===== config.mk =====
export PLATFORM = sky130hd
export DESIGN_NAME = hwpe_stream_sink_job_scheduler_flat
export DESIGN_NICKNAME = d
export VERILOG_FILES = /design/src/rtl/hwpe_stream_sink_job_scheduler_if.sv /design/src/rtl/hwpe_stream_sink_job_scheduler.sv /design/src/flat_wrapper.sv
export SDC_FILE = /design/constraint.sdc
export NUM_CORES = 1
export LEC_CHECK = 0
export ABC_AREA = 1
export CORE_UTILIZATION = 50
export DETAILED_ROUTE_END_ITERATION = 10
export PLACE_DENSITY = 0.84
export SLEW_MARGIN = 10
export SYNTH_ARGS = -nofsm -noshare
export SYNTH_HDL_FRONTEND = slang
export SYNTH_SLANG_ARGS = --single-unit

===== constraint.sdc =====
create_clock -name clk_i -period 8.1 [get_ports clk_i]
set_input_delay 1.62 -clock clk_i [delete_from_list [all_inputs] [get_ports clk_i]]
set_output_delay 1.62 -clock clk_i [all_outputs]
set_load 0.02 [all_outputs]

===== src/rtl/hwpe_stream_sink_job_scheduler_if.sv =====
// Job scheduler bus: the job push handshake from the HWPE controller and the
// control/flag handshake towards a single sink streamer. Signal suffixes are
// given from the scheduler's point of view (slave modport).
interface hwpe_stream_sink_job_scheduler_if #(
    parameter int unsigned JOB_WIDTH = 128
) ();

    // Job push side (controller -> scheduler)
    logic                 job_valid_i;
    logic [JOB_WIDTH-1:0] job_i;
    logic                 job_ready_o;

    // Sink streamer side (scheduler <-> sink)
    logic [JOB_WIDTH-1:0] sink_ctrl_o;
    logic                 sink_req_start_o;
    logic                 sink_ready_start_i;
    logic                 sink_done_i;

    // Scheduler view
    modport slave (
        input  job_valid_i,
        input  job_i,
        output job_ready_o,
        output sink_ctrl_o,
        output sink_req_start_o,
        input  sink_ready_start_i,
        input  sink_done_i
    );

    // Environment view: controller pushing jobs and sink answering the flags
    modport master (
        output job_valid_i,
        output job_i,
        input  job_ready_o,
        input  sink_ctrl_o,
        input  sink_req_start_o,
        output sink_ready_start_i,
        output sink_done_i
    );

endinterface


===== src/rtl/hwpe_stream_sink_job_scheduler.sv =====
// Sink job scheduler: buffers opaque sink control words in a small FIFO and
// dispatches them one at a time to a single sink streamer using the
// req_start / ready_start / done flag protocol. The control word of the job in
// flight is held stable in a register for the whole job. Completed jobs are
// counted, a pulse marks the completion of the last queued job and an optional
// watchdog flags a sink that never reports done.
module hwpe_stream_sink_job_scheduler #(
    parameter  int unsigned JOB_WIDTH      = 128,
    parameter  int unsigned JOB_DEPTH      = 4,
    parameter  int unsigned CNT_WIDTH      = 16,
    parameter  int unsigned TIMEOUT_CYCLES = 0,
    localparam int unsigned NB_WIDTH       = $clog2(JOB_DEPTH + 1)
) (
    input  logic                 clk_i,
    input  logic                 rst_i,
    input  logic                 clear_i,

    hwpe_stream_sink_job_scheduler_if.slave job_if,

    output logic                 busy_o,
    output logic [NB_WIDTH-1:0]  nb_jobs_o,
    output logic [CNT_WIDTH-1:0] done_cnt_o,
    output logic                 evt_drain_o,
    output logic                 error_o
);

    // ------------------------------------------------------------------
    // Local constants
    // ------------------------------------------------------------------
    localparam int unsigned PTR_WIDTH = (JOB_DEPTH > 1) ? $clog2(JOB_DEPTH) : 1;
    localparam int unsigned WD_WIDTH  = (TIMEOUT_CYCLES > 0) ? $clog2(TIMEOUT_CYCLES + 1) : 1;

    localparam logic [PTR_WIDTH-1:0] PTR_LAST = PTR_WIDTH'(JOB_DEPTH - 1);
    localparam logic [NB_WIDTH-1:0]  NB_FULL  = NB_WIDTH'(JOB_DEPTH);
    localparam logic [WD_WIDTH-1:0]  WD_LIMIT = WD_WIDTH'(TIMEOUT_CYCLES);

    // Dispatch FSM encoding
    localparam logic [1:0] ST_IDLE      = 2'd0;
    localparam logic [1:0] ST_START     = 2'd1;
    localparam logic [1:0] ST_WAIT_DONE = 2'd2;

    // ------------------------------------------------------------------
    // State
    // ------------------------------------------------------------------
    logic [JOB_WIDTH-1:0] fifo_q [JOB_DEPTH];

    logic [PTR_WIDTH-1:0] wr_ptr_q,   wr_ptr_d;
    logic [PTR_WIDTH-1:0] rd_ptr_q,   rd_ptr_d;
    logic [NB_WIDTH-1:0]  count_q,    count_d;

    logic [1:0]           state_q,    state_d;
    logic [JOB_WIDTH-1:0] ctrl_q,     ctrl_d;

    logic [CNT_WIDTH-1:0] done_cnt_q, done_cnt_d;
    logic                 evt_q,      evt_d;
    logic                 error_q,    error_d;
    logic [WD_WIDTH-1:0]  wd_q,       wd_d;

    // ------------------------------------------------------------------
    // Handshake qualifiers
    // ------------------------------------------------------------------
    logic job_ready;
    logic push;
    logic pop;
    logic start_fire;
    logic done_fire;

    // Queue accepts while not full; a refused push stays with the producer.
    assign job_ready  = (count_q < NB_FULL);
    assign push       = job_if.job_valid_i & job_ready;

    // Dispatch only from IDLE, from a non-empty queue, and never after a
    // watchdog error. Using the registered occupancy means a job pushed into
    // an empty queue is dispatched at the earliest one cycle later.
    assign pop        = (state_q == ST_IDLE) & (count_q != '0) & ~error_q;

    assign start_fire = (state_q == ST_START) & job_if.sink_ready_start_i;

    // Done pulses outside WAIT_DONE are ignored.
    assign done_fire  = (state_q == ST_WAIT_DONE) & job_if.sink_done_i;

    // Circular pointer increment that also works for non power-of-two depths.
    function automatic logic [PTR_WIDTH-1:0] ptr_next(input logic [PTR_WIDTH-1:0] ptr);
        if (ptr == PTR_LAST) begin
            return '0;
        end
        return ptr + PTR_WIDTH'(1);
    endfunction

    // ------------------------------------------------------------------
    // Job queue
    // ------------------------------------------------------------------

    // Store accepted job words; storage needs no reset since occupancy guards reads.
    always_ff @(posedge clk_i) begin
        if (push) begin
            fifo_q[wr_ptr_q] <= job_if.job_i;
        end
    end

    // Advance pointers and occupancy; simultaneous push and pop leave occupancy unchanged.
    always_comb begin
        wr_ptr_d = wr_ptr_q;
        rd_ptr_d = rd_ptr_q;
        count_d  = count_q;
        if (push) begin
            wr_ptr_d = ptr_next(wr_ptr_q);
        end
        if (pop) begin
            rd_ptr_d = ptr_next(rd_ptr_q);
        end
        case ({push, pop})
            2'b10:   count_d = count_q + NB_WIDTH'(1);
            2'b01:   count_d = count_q - NB_WIDTH'(1);
            default: count_d = count_q;
        endcase
    end

    // ------------------------------------------------------------------
    // Dispatch FSM
    // ------------------------------------------------------------------

    // Sequence each job through dispatch, start request and completion wait.
    always_comb begin
        state_d = state_q;
        ctrl_d  = ctrl_q;
        case (state_q)
            ST_IDLE: begin
                if (pop) begin
                    ctrl_d  = fifo_q[rd_ptr_q];
                    state_d = ST_START;
                end
            end
            ST_START: begin
                if (job_if.sink_ready_start_i) begin
                    state_d = ST_WAIT_DONE;
                end
            end
            ST_WAIT_DONE: begin
                if (job_if.sink_done_i) begin
                    state_d = ST_IDLE;
                end
            end
            default: begin
                state_d = ST_IDLE;
            end
        endcase
    end

    // ------------------------------------------------------------------
    // Completion bookkeeping
    // ------------------------------------------------------------------

    // Count completions and flag the one that leaves the scheduler fully drained.
    always_comb begin
        done_cnt_d = done_cnt_q;
        evt_d      = 1'b0;
        if (done_fire) begin
            done_cnt_d = done_cnt_q + CNT_WIDTH'(1);
            evt_d      = (count_q == '0) & ~push;
        end
    end

    // Watchdog: count WAIT_DONE cycles without done and latch a sticky error at the limit.
    always_comb begin
        wd_d    = wd_q;
        error_d = error_q;
        if (TIMEOUT_CYCLES > 0) begin
            if (start_fire) begin
                wd_d = '0;
            end else if ((state_q == ST_WAIT_DONE) && !job_if.sink_done_i && (wd_q != WD_LIMIT)) begin
                wd_d = wd_q + WD_WIDTH'(1);
                if (wd_d == WD_LIMIT) begin
                    error_d = 1'b1;
                end
            end
        end
    end

    // ------------------------------------------------------------------
    // Registers
    // ------------------------------------------------------------------

    // Reset and soft clear both drop the queue and any job in flight immediately.
    always_ff @(posedge clk_i) begin
        if (rst_i || clear_i) begin
            wr_ptr_q   <= '0;
            rd_ptr_q   <= '0;
            count_q    <= '0;
            state_q    <= ST_IDLE;
            ctrl_q     <= '0;
            done_cnt_q <= '0;
            evt_q      <= 1'b0;
            error_q    <= 1'b0;
            wd_q       <= '0;
        end else begin
            wr_ptr_q   <= wr_ptr_d;
            rd_ptr_q   <= rd_ptr_d;
            count_q    <= count_d;
            state_q    <= state_d;
            ctrl_q     <= ctrl_d;
            done_cnt_q <= done_cnt_d;
            evt_q      <= evt_d;
            error_q    <= error_d;
            wd_q       <= wd_d;
        end
    end

    // ------------------------------------------------------------------
    // Outputs
    // ------------------------------------------------------------------
    assign job_if.job_ready_o      = job_ready;
    assign job_if.sink_ctrl_o      = ctrl_q;
    assign job_if.sink_req_start_o = (state_q == ST_START);

    assign busy_o      = (state_q != ST_IDLE) | (count_q != '0);
    assign nb_jobs_o   = count_q;
    assign done_cnt_o  = done_cnt_q;
    assign evt_drain_o = evt_q;
    assign error_o     = error_q;

endmodule

===== src/flat_wrapper.sv =====
// flat-port wrapper written by rule: the top's interface ports become plain ports
module hwpe_stream_sink_job_scheduler_flat 
#(
    parameter  int unsigned JOB_WIDTH      = 128,
    parameter  int unsigned JOB_DEPTH      = 4,
    parameter  int unsigned CNT_WIDTH      = 16,
    parameter  int unsigned TIMEOUT_CYCLES = 0,
    localparam int unsigned NB_WIDTH       = $clog2(JOB_DEPTH + 1)
)
  (clk_i, rst_i, clear_i, busy_o, nb_jobs_o, done_cnt_o, evt_drain_o, error_o, job_if_job_valid_i, job_if_job_i, job_if_job_ready_o, job_if_sink_ctrl_o, job_if_sink_req_start_o, job_if_sink_ready_start_i, job_if_sink_done_i);
  hwpe_stream_sink_job_scheduler_if #(.JOB_WIDTH(JOB_WIDTH)) job_if_i ();
  input  logic clk_i;
  input  logic rst_i;
  input  logic clear_i;
  output logic busy_o;
  output logic [NB_WIDTH-1:0] nb_jobs_o;
  output logic [CNT_WIDTH-1:0] done_cnt_o;
  output logic evt_drain_o;
  output logic error_o;
  input wire logic [$bits(job_if_i.job_valid_i)-1:0] job_if_job_valid_i;
  input wire logic [$bits(job_if_i.job_i)-1:0] job_if_job_i;
  output wire logic [$bits(job_if_i.job_ready_o)-1:0] job_if_job_ready_o;
  output wire logic [$bits(job_if_i.sink_ctrl_o)-1:0] job_if_sink_ctrl_o;
  output wire logic [$bits(job_if_i.sink_req_start_o)-1:0] job_if_sink_req_start_o;
  input wire logic [$bits(job_if_i.sink_ready_start_i)-1:0] job_if_sink_ready_start_i;
  input wire logic [$bits(job_if_i.sink_done_i)-1:0] job_if_sink_done_i;
  assign job_if_i.job_valid_i = job_if_job_valid_i;
  assign job_if_i.job_i = job_if_job_i;
  assign job_if_job_ready_o = job_if_i.job_ready_o;
  assign job_if_sink_ctrl_o = job_if_i.sink_ctrl_o;
  assign job_if_sink_req_start_o = job_if_i.sink_req_start_o;
  assign job_if_i.sink_ready_start_i = job_if_sink_ready_start_i;
  assign job_if_i.sink_done_i = job_if_sink_done_i;
  hwpe_stream_sink_job_scheduler #(.JOB_WIDTH(JOB_WIDTH), .JOB_DEPTH(JOB_DEPTH), .CNT_WIDTH(CNT_WIDTH), .TIMEOUT_CYCLES(TIMEOUT_CYCLES)) u_core (.clk_i(clk_i), .rst_i(rst_i), .clear_i(clear_i), .job_if(job_if_i), .busy_o(busy_o), .nb_jobs_o(nb_jobs_o), .done_cnt_o(done_cnt_o), .evt_drain_o(evt_drain_o), .error_o(error_o));
endmodule

==> results of run 1 <==
[flip-flops by register name, indices dropped and copies added, names as in the netlist]
signal                     cells
u_core.rd_ptr_q                2
u_core.wr_ptr_q                2
u_core.job_if.sink_ctrl_o    128
u_core.state_q                 2
u_core.evt_drain_o             1
u_core.done_cnt_o             16
u_core.nb_jobs_o               3
u_core.fifo_q                512
[final cells by class]
type,instances,area share
inverter,38,0.00516
tap,664,0.0276
timing repair buffer,302,0.0995
clock buffer,98,0.0675
multi-input combinational,1156,0.178
sequential,666,0.614
antenna,5,0.000416
clock inverter,25,0.00762
[per-stage QoR]
| stage | total power [W] | worst slack [ps] | utilization | cell area (um2) |
|---|---|---|---|---|
| final | 0.00767 | 4080 | 0.615 | 30100 |
| after global placement | 0.00460 | 3480 | 0.569 | 27800 |
| after detailed placement | 0.00463 | 3450 | 0.569 | 27800 |
| after CTS | 0.00772 | 4060 | 0.615 | 30100 |
| after floorplan | 0.00435 | 357 | - | 24700 |
| after global routing | 0.00791 | 3910 | 0.615 | 30100 |
[synthesized netlist by cell type (18+ instances only)]
| master | instances | area, um2 |
|---|---|---|
| o21ai_1 | 124 | 621 |
| nor2_1 | 545 | 2050 |
| dfxtp_1 | 154 | 3080 |
| a21oi_1 | 19 | 95.1 |
| edfxtp_1 | 512 | 15400 |
| clkbuf_1 | 45 | 169 |
| buf_2 | 21 | 105 |
| buf_4 | 18 | 135 |
| buf_6 | 29 | 327 |
| nand2_1 | 33 | 124 |
| inv_1 | 33 | 124 |
| o21ai_0 | 273 | 1370 |
| o22ai_1 | 128 | 801 |
[power breakdown]
group          internal (W)  switching, W  total, W  leakage [nW]
logic              0.000248      0.000447  0.000695          3.29
clock network       0.00185       0.00126   0.00311          1.12
registers           0.00381     0.0000579   0.00387          5.95
[per-layer routing]
layer  part of all wire  global-route usage  wire length (um)  vias to the layer above
met2               0.49               0.382             28600                      728
met1               0.39               0.287             22900                     8061
met3              0.085              0.0489              4980                      137
met4              0.030               0.100              1750                        6
met5            0.00062                   0                36                        -
li1                   -                   -                 -                     7620
[tightest hold or removal path: stages (launching register included)]
cell and delay, ps:
dfxtp_1 330, o21ai_1 70, nor2_1 70
[worst max-delay path by stage]
stage	start	to	slack [ps]	cells past startpoint
after detailed placement	job_if_job_valid_i	u_core.fifo_q[0][2]	3450	4
final	job_if_job_valid_i	u_core.fifo_q[0][93]	4080	4
after CTS	job_if_job_valid_i	u_core.fifo_q[0][9]	4060	4
after floorplan	job_if_job_valid_i	u_core.fifo_q[0][0]	360	2
after global placement	job_if_job_valid_i	u_core.fifo_q[0][2]	3480	4
after global routing	job_if_job_valid_i	u_core.fifo_q[0][122]	3910	4
[cell families (layout without fill, tap and decap cells)]
kind of cell	Yosys count	count (layout)
adders and majority gates	8	8
DFF	666	666
AOI/OAI and AO/OA	545	545
other	1	6
buffers and inverters	166	463
xor gates and xnor gates	1	1
and+or+nand+nor	601	601
==> results.md, run 1 <==
* Status: finished, final reports clean
* Core region area at 0.0488 mm2
* Nets at between 2,000 and 2,500
* Min Hold Slack at 500 ps
* 1st-pass router iterations at 8
* Flop2flop setup slack at 4920 ps
* Final wirelength at 58.2 mm
* Simple-gate share of the synthesized area at 0.0931
* Skew-Pair Late Insertion Delay at 590 ps
* Compound-Gate Fraction of Synth Area at 0.117
* Min Clock Period, post-route at 4020 ps
* Initial DRC Count at ~1,500
* Synth unique cells at 31
* Synthesized instance count at 1,988
* Mean area per synthesized cell at 12.4 um2
* Post-CTS Hold Fix Bufs at 0
* Fin crit share at 0.497
* First-pass GRT wire length at 88.8 mm
* Clock tree sinks at 666
* Portion of netlist area occupied by mux cells at 0
* FF-to-FF path depth at 6
* Synth Cell Area at approximately 0.025 mm2
* Max Cap Violations at 0
* Crit-path cells: clkdlybuf4s50_1, nand2_1, nor2_4, buf_4
* I/O pin count at around 290
* PwrDens at 255 mW/mm2
* Setup Skew at between 20 and 25 ps
* HPWL after DPL at 31.6 mm
* Fin cells at 2,954
* Hold Path End: u_core.job_if.sink_ctrl_o[26]
* Rel. slew slack at 0.299
* Vias in the first global route at 16,700
* VDD IR-drop max at between 0.15 and 0.2 mV
* RSZ-0062 raised after global routing: no
* Hold path depth at 2
* Vias per cell at roughly 5.6
* CP delay by family, top: buffers and inverters
* Initial Util at 0.506
* Root Buffer: clkbuf_16
* Register Area at roughly 0.018 mm2
* Fin. max-slew vios at 0
* Crit path buf inv count at 2
* Largest family of logic cells by synthesized area: compound AO/OA/AOI/OAI gates
* CTS H-tree depth at 3
* XOR/XNOR share of the synthesized area at 0.000354
* CP max FO at 55
* CP Capture Type: flop
* Area Growth Syn to Fin at 21.6%
* Die area at 0.0503 mm2
* Leakage Power at slightly above 10 nW
* # setup viols final at 0
* FFs w/ async S/R, synth at 0
* Synth Warn # at 0
* Yosys reg bits at 666
* Avg WL per Cell at 19.7 um
* Most used DFF post-synth: edfxtp_1
* Adder-Cell Fraction of Synth Area at 0.00435
* Final Hold Vio Count at 0
* I/O Buffers at 284
* Clk pin slew, worst setup/hold paths at 60 ps
* Cts repair resizes at 0
* Worst reg2reg startpoint: u_core.rd_ptr_q[0]
* Placed cell count at 2,826
* Worst min path class: reg -> reg
* Maximum root-to-sink buffer count at 3
* DRT antenna net count at 0
* Worst EP arrival at 4220 ps
* Die width at 224 um
* DR vias at 16,600
* Initial antenna violation count at 7
* Worst r2r dst: u_core.job_if.sink_ctrl_o[35]
* Most common cell after layout, fill and taps aside: nor2_1
* Max Clk Rate at 0.248 GHz
* Tightest Pin Transition at roughly 1100 ps
* Fillers at 3,545
* Most frequent cells in the layout: 541 x nor2_1, 512 x edfxtp_1, 284 x clkdlybuf4s50_1
* # DRC at 0
* Setup CP Type: in -> reg
* Critical path data required time at 8300 ps
* CP Launch Type: primary input
* Min-delay src: u_core.job_if.sink_ctrl_o[26]
* Area occupied by multi-input gates at about 0.0054 mm2
* Setup TNS at 0 ps
* Gr usage total at 0.228
* Layout cells sized above 1 at 0.0613
* GP Congestion at between 0.8 and 0.9
* Die Y at roughly 220 um
* Post-CTS setup buffer count at 0
* CTS tree: yes
* CP peak stage delay at a little under 900 ps
* Pin count of the biggest net entering global routing at 167
* CP max stage cell: nor2_4
* Grt total ovfl at 0
* Row count at between 80 and 90
* Synth Net Count at approximately 2,100
* EDFF count, synth at 512
* CTS Buf Count at 67
* Sequential area share after synthesis at 0.747
(Power assumes the default switching activity.)
==> run 2: changes to the inputs <==
- clock period: 8.1 -> 3.5 ns (I/O delays scaled with it)
==> run 2 against run 1 <==
Clock power is 130% higher. Cell count rose by 0.17%. Flip-flop and latch count stayed put. Clock skew decreased by 1.6 ps. Total power up 130%. Sequential power rose by 130%. Die area stayed put. Worst hold slack improved by 6.0 ps. Via count is 0.27% higher. Combinational power up 140%. Clock-buffer cell count is 1 higher. Core utilization increased by 0.39 points. Critical endpoint is now busy_o. Largest cell class unchanged. Largest power group unchanged.
==> results.md, run 2 (synthesis gave the netlist of run 1 again) <==
* Post-CTS Hold Fix Bufs at 0 (unchanged)
* Area Growth Syn to Fin at 22.4% (was 21.6%)
* Max reg flops at 512 (unchanged)
* Max Clk Rate at about 0.40 GHz
* I/O Buffers at 284 (unchanged)
* CTS tree: yes (unchanged)
* Vias per cell at 5.61 (was 5.60)
* Max Cap Violations at 0 (unchanged)
* Post-CTS setup buffer count at 0 (unchanged)
* Most frequent cells in the layout: 541 x nor2_1, 512 x edfxtp_1, 284 x clkdlybuf4s50_1 (unchanged)
* Setup Skew at 18.8 ps (was 20.4 ps)
* Pin count of the biggest net entering global routing at 259 (was 167)
* CP Launch Type: flop (was primary input)
* 1st-pass router iterations at 7 (was 8)
* PwrDens at 590 mW/mm2 (was 255 mW/mm2)
* P_int at 0.0138 W (was 0.00591 W)
* Fillers at 3,584 (was 3,545)
* Clk pin slew, worst setup/hold paths at 60 ps (about the same)
* Fin util at 0.619 (was 0.615)
* Core region area at 0.0488 mm2 (unchanged)
* Die Y at 224 um (unchanged)
* Initial Util at 0.506 (unchanged)
* First-pass GRT wire length at 89.2 mm (was 88.8 mm)
* Net switching power at 0.00407 W (was 0.00177 W)
* Most common cell after layout, fill and taps aside: nor2_1 (unchanged)
* Fin. max-slew vios at 0 (unchanged)
* Clock network fraction of design power at 0.406 (was 0.405)
* Grt total ovfl at 0 (unchanged)
* Flop2flop setup slack at 1000 ps (was 4920 ps)
* RSZ-0062 raised after global routing: no (unchanged)
* Die width at 224 um (unchanged)
* Worst setup margin at 998 ps (was 4080 ps)
* # setup viols final at 0 (unchanged)
* Min Hold Slack at 506 ps (was 500 ps)
* Clock tree sinks at 666 (unchanged)
* Fin crit share at 0.715
* Overall power at 0.0178 W (was 0.00767 W)
* Min Clock Period, post-route at 2500 ps
* Initial DRC Count at 1,674 (was 1,519)
* Status: finished, final reports clean (unchanged)
* Worst EP arrival at 1800 ps (was 4220 ps)
* Leakage Power at 10.4 nW (about the same)
* Tightest Pin Transition at 1140 ps (was 1050 ps)
* Avg WL per Cell at 19.7 um (about the same)
* Maximum root-to-sink buffer count at 3 (unchanged)
* Root Buffer: clkbuf_16 (unchanged)
* Setup CP Type: reg -> out (was in -> reg)
* CTS H-tree depth at 3 (unchanged)
* Gr usage total at 0.229 (was 0.228)
* Initial antenna violation count at 12 (was 7)
* HPWL after DPL at 31.3 mm (was 31.6 mm)
* Cts repair resizes at 0 (unchanged)
* Rel. slew slack at 0.243 (was 0.299)
* CTS Buf Count at 67 (unchanged)
* Critical path data required time at 2800 ps (was 8300 ps)
* Final Hold Vio Count at 0 (unchanged)
* Skew-Pair Late Insertion Delay at 580 ps (was 590 ps)
* Die area at 0.0503 mm2 (unchanged)
* # DRC at 0 (unchanged)
* GP Congestion at 0.833 (was 0.872)
* I/O pin count at 286 (unchanged)
* CP Capture Type: output pin (was flop)
* Vias in the first global route at 16,800 (was 16,700)
* Combinational share of power at 0.093 (was 0.091)
* Row count at 81 (unchanged)
* Largest reg by FF count: u_core.fifo_q (unchanged)
* Switching Share at 0.228 (was 0.230)
* VDD IR-drop max at 0.408 mV (was 0.178 mV)
* DR vias at 16,600 (about the same)
* Layout cells sized above 1 at 0.0616 (was 0.0613)
* CP max FO at 4 (was 55)
* Final wirelength at 58.2 mm (about the same)
* Worst min path class: reg -> reg (unchanged)
* Post-Place Worst Slack at 971 ps (was 3450 ps)
* Sequential Power Share at 0.500 (was 0.504)
* DRT antenna net count at 0 (unchanged)
* Nets at 2,377 (was 2,373)
==> run 2: changes by cell type in the layout (fill, tap and decap cells not counted) <==
| cell | delta |
|---|---|
| clkinv_4 | -4 |
| inv_4 | +1 |
| clkbuf_8 | -2 |
| diode_2 | +1 |
| buf_4 | -7 |
| buf_12 | +11 |
| clkinv_1 | +3 |
| inv_8 | -1 |
| clkbuf_16 | +3 |
==> run 2: cell type report <==
cell class	instances	area, um2	area share
sequential	666	18500	0.610
multi-input combinational	1156	5350	0.177
timing repair buffer	306	3160	0.104
clock buffer	99	2080	0.0687
tap	664	831	0.0275
clock inverter	24	200	0.00662
inverter	38	155	0.00513
antenna	6	15.0	0.000496
==> run 2: final timing paths <==
kind | startpoint | to | depth (start not counted)
setup reg to reg | u_core.state_q[1] | u_core.job_if.sink_ctrl_o[70] | 7
hold reg to reg | u_core.job_if.sink_ctrl_o[21] | u_core.job_if.sink_ctrl_o[21] | 2
hold / removal | u_core.job_if.sink_ctrl_o[21] | u_core.job_if.sink_ctrl_o[21] | 2
setup / recovery | u_core.state_q[1] | busy_o | 3
==> run 2: worst max-delay path, cell delays in order (launching register included) <==
cell and delay, ps:
dfxtp_1 340, nor2_1 230, nand2_1 100, clkdlybuf4s50_1 540
==> run 2: routing by layer <==
layer	global-route usage	share of wire	vias up	routed length, um
met2	0.382	0.49	715	28600
met1	0.285	0.40	8119	23500
met3	0.0520	0.075	124	4350
li1	-	-	7626	-
met5	0	0.0014	-	80
met4	0.102	0.028	12	1630
==> run 2: metrics by stage <==
step	setup TNS, ps	instance area [um2]	std cells
final	0	30300	2959
after global routing	0	30300	2957
after CTS	0	30200	2953
after detailed placement	0	28000	2830
after global placement	0	28000	2830
after floorplan	-613440	24700	1988
==> run 2: power groups by stage <==
stage	sequential (W)	clock (W)	combinational (W)
2_1_floorplan	0.00921	0	0.000842
3_3_place_gp	0.00907	0	0.00159
3_5_place_dp	0.00909	0	0.00165
4_1_cts	0.00892	0.00736	0.00167
5_1_grt	0.00894	0.00767	0.00180
6_report	0.00893	0.00725	0.00166
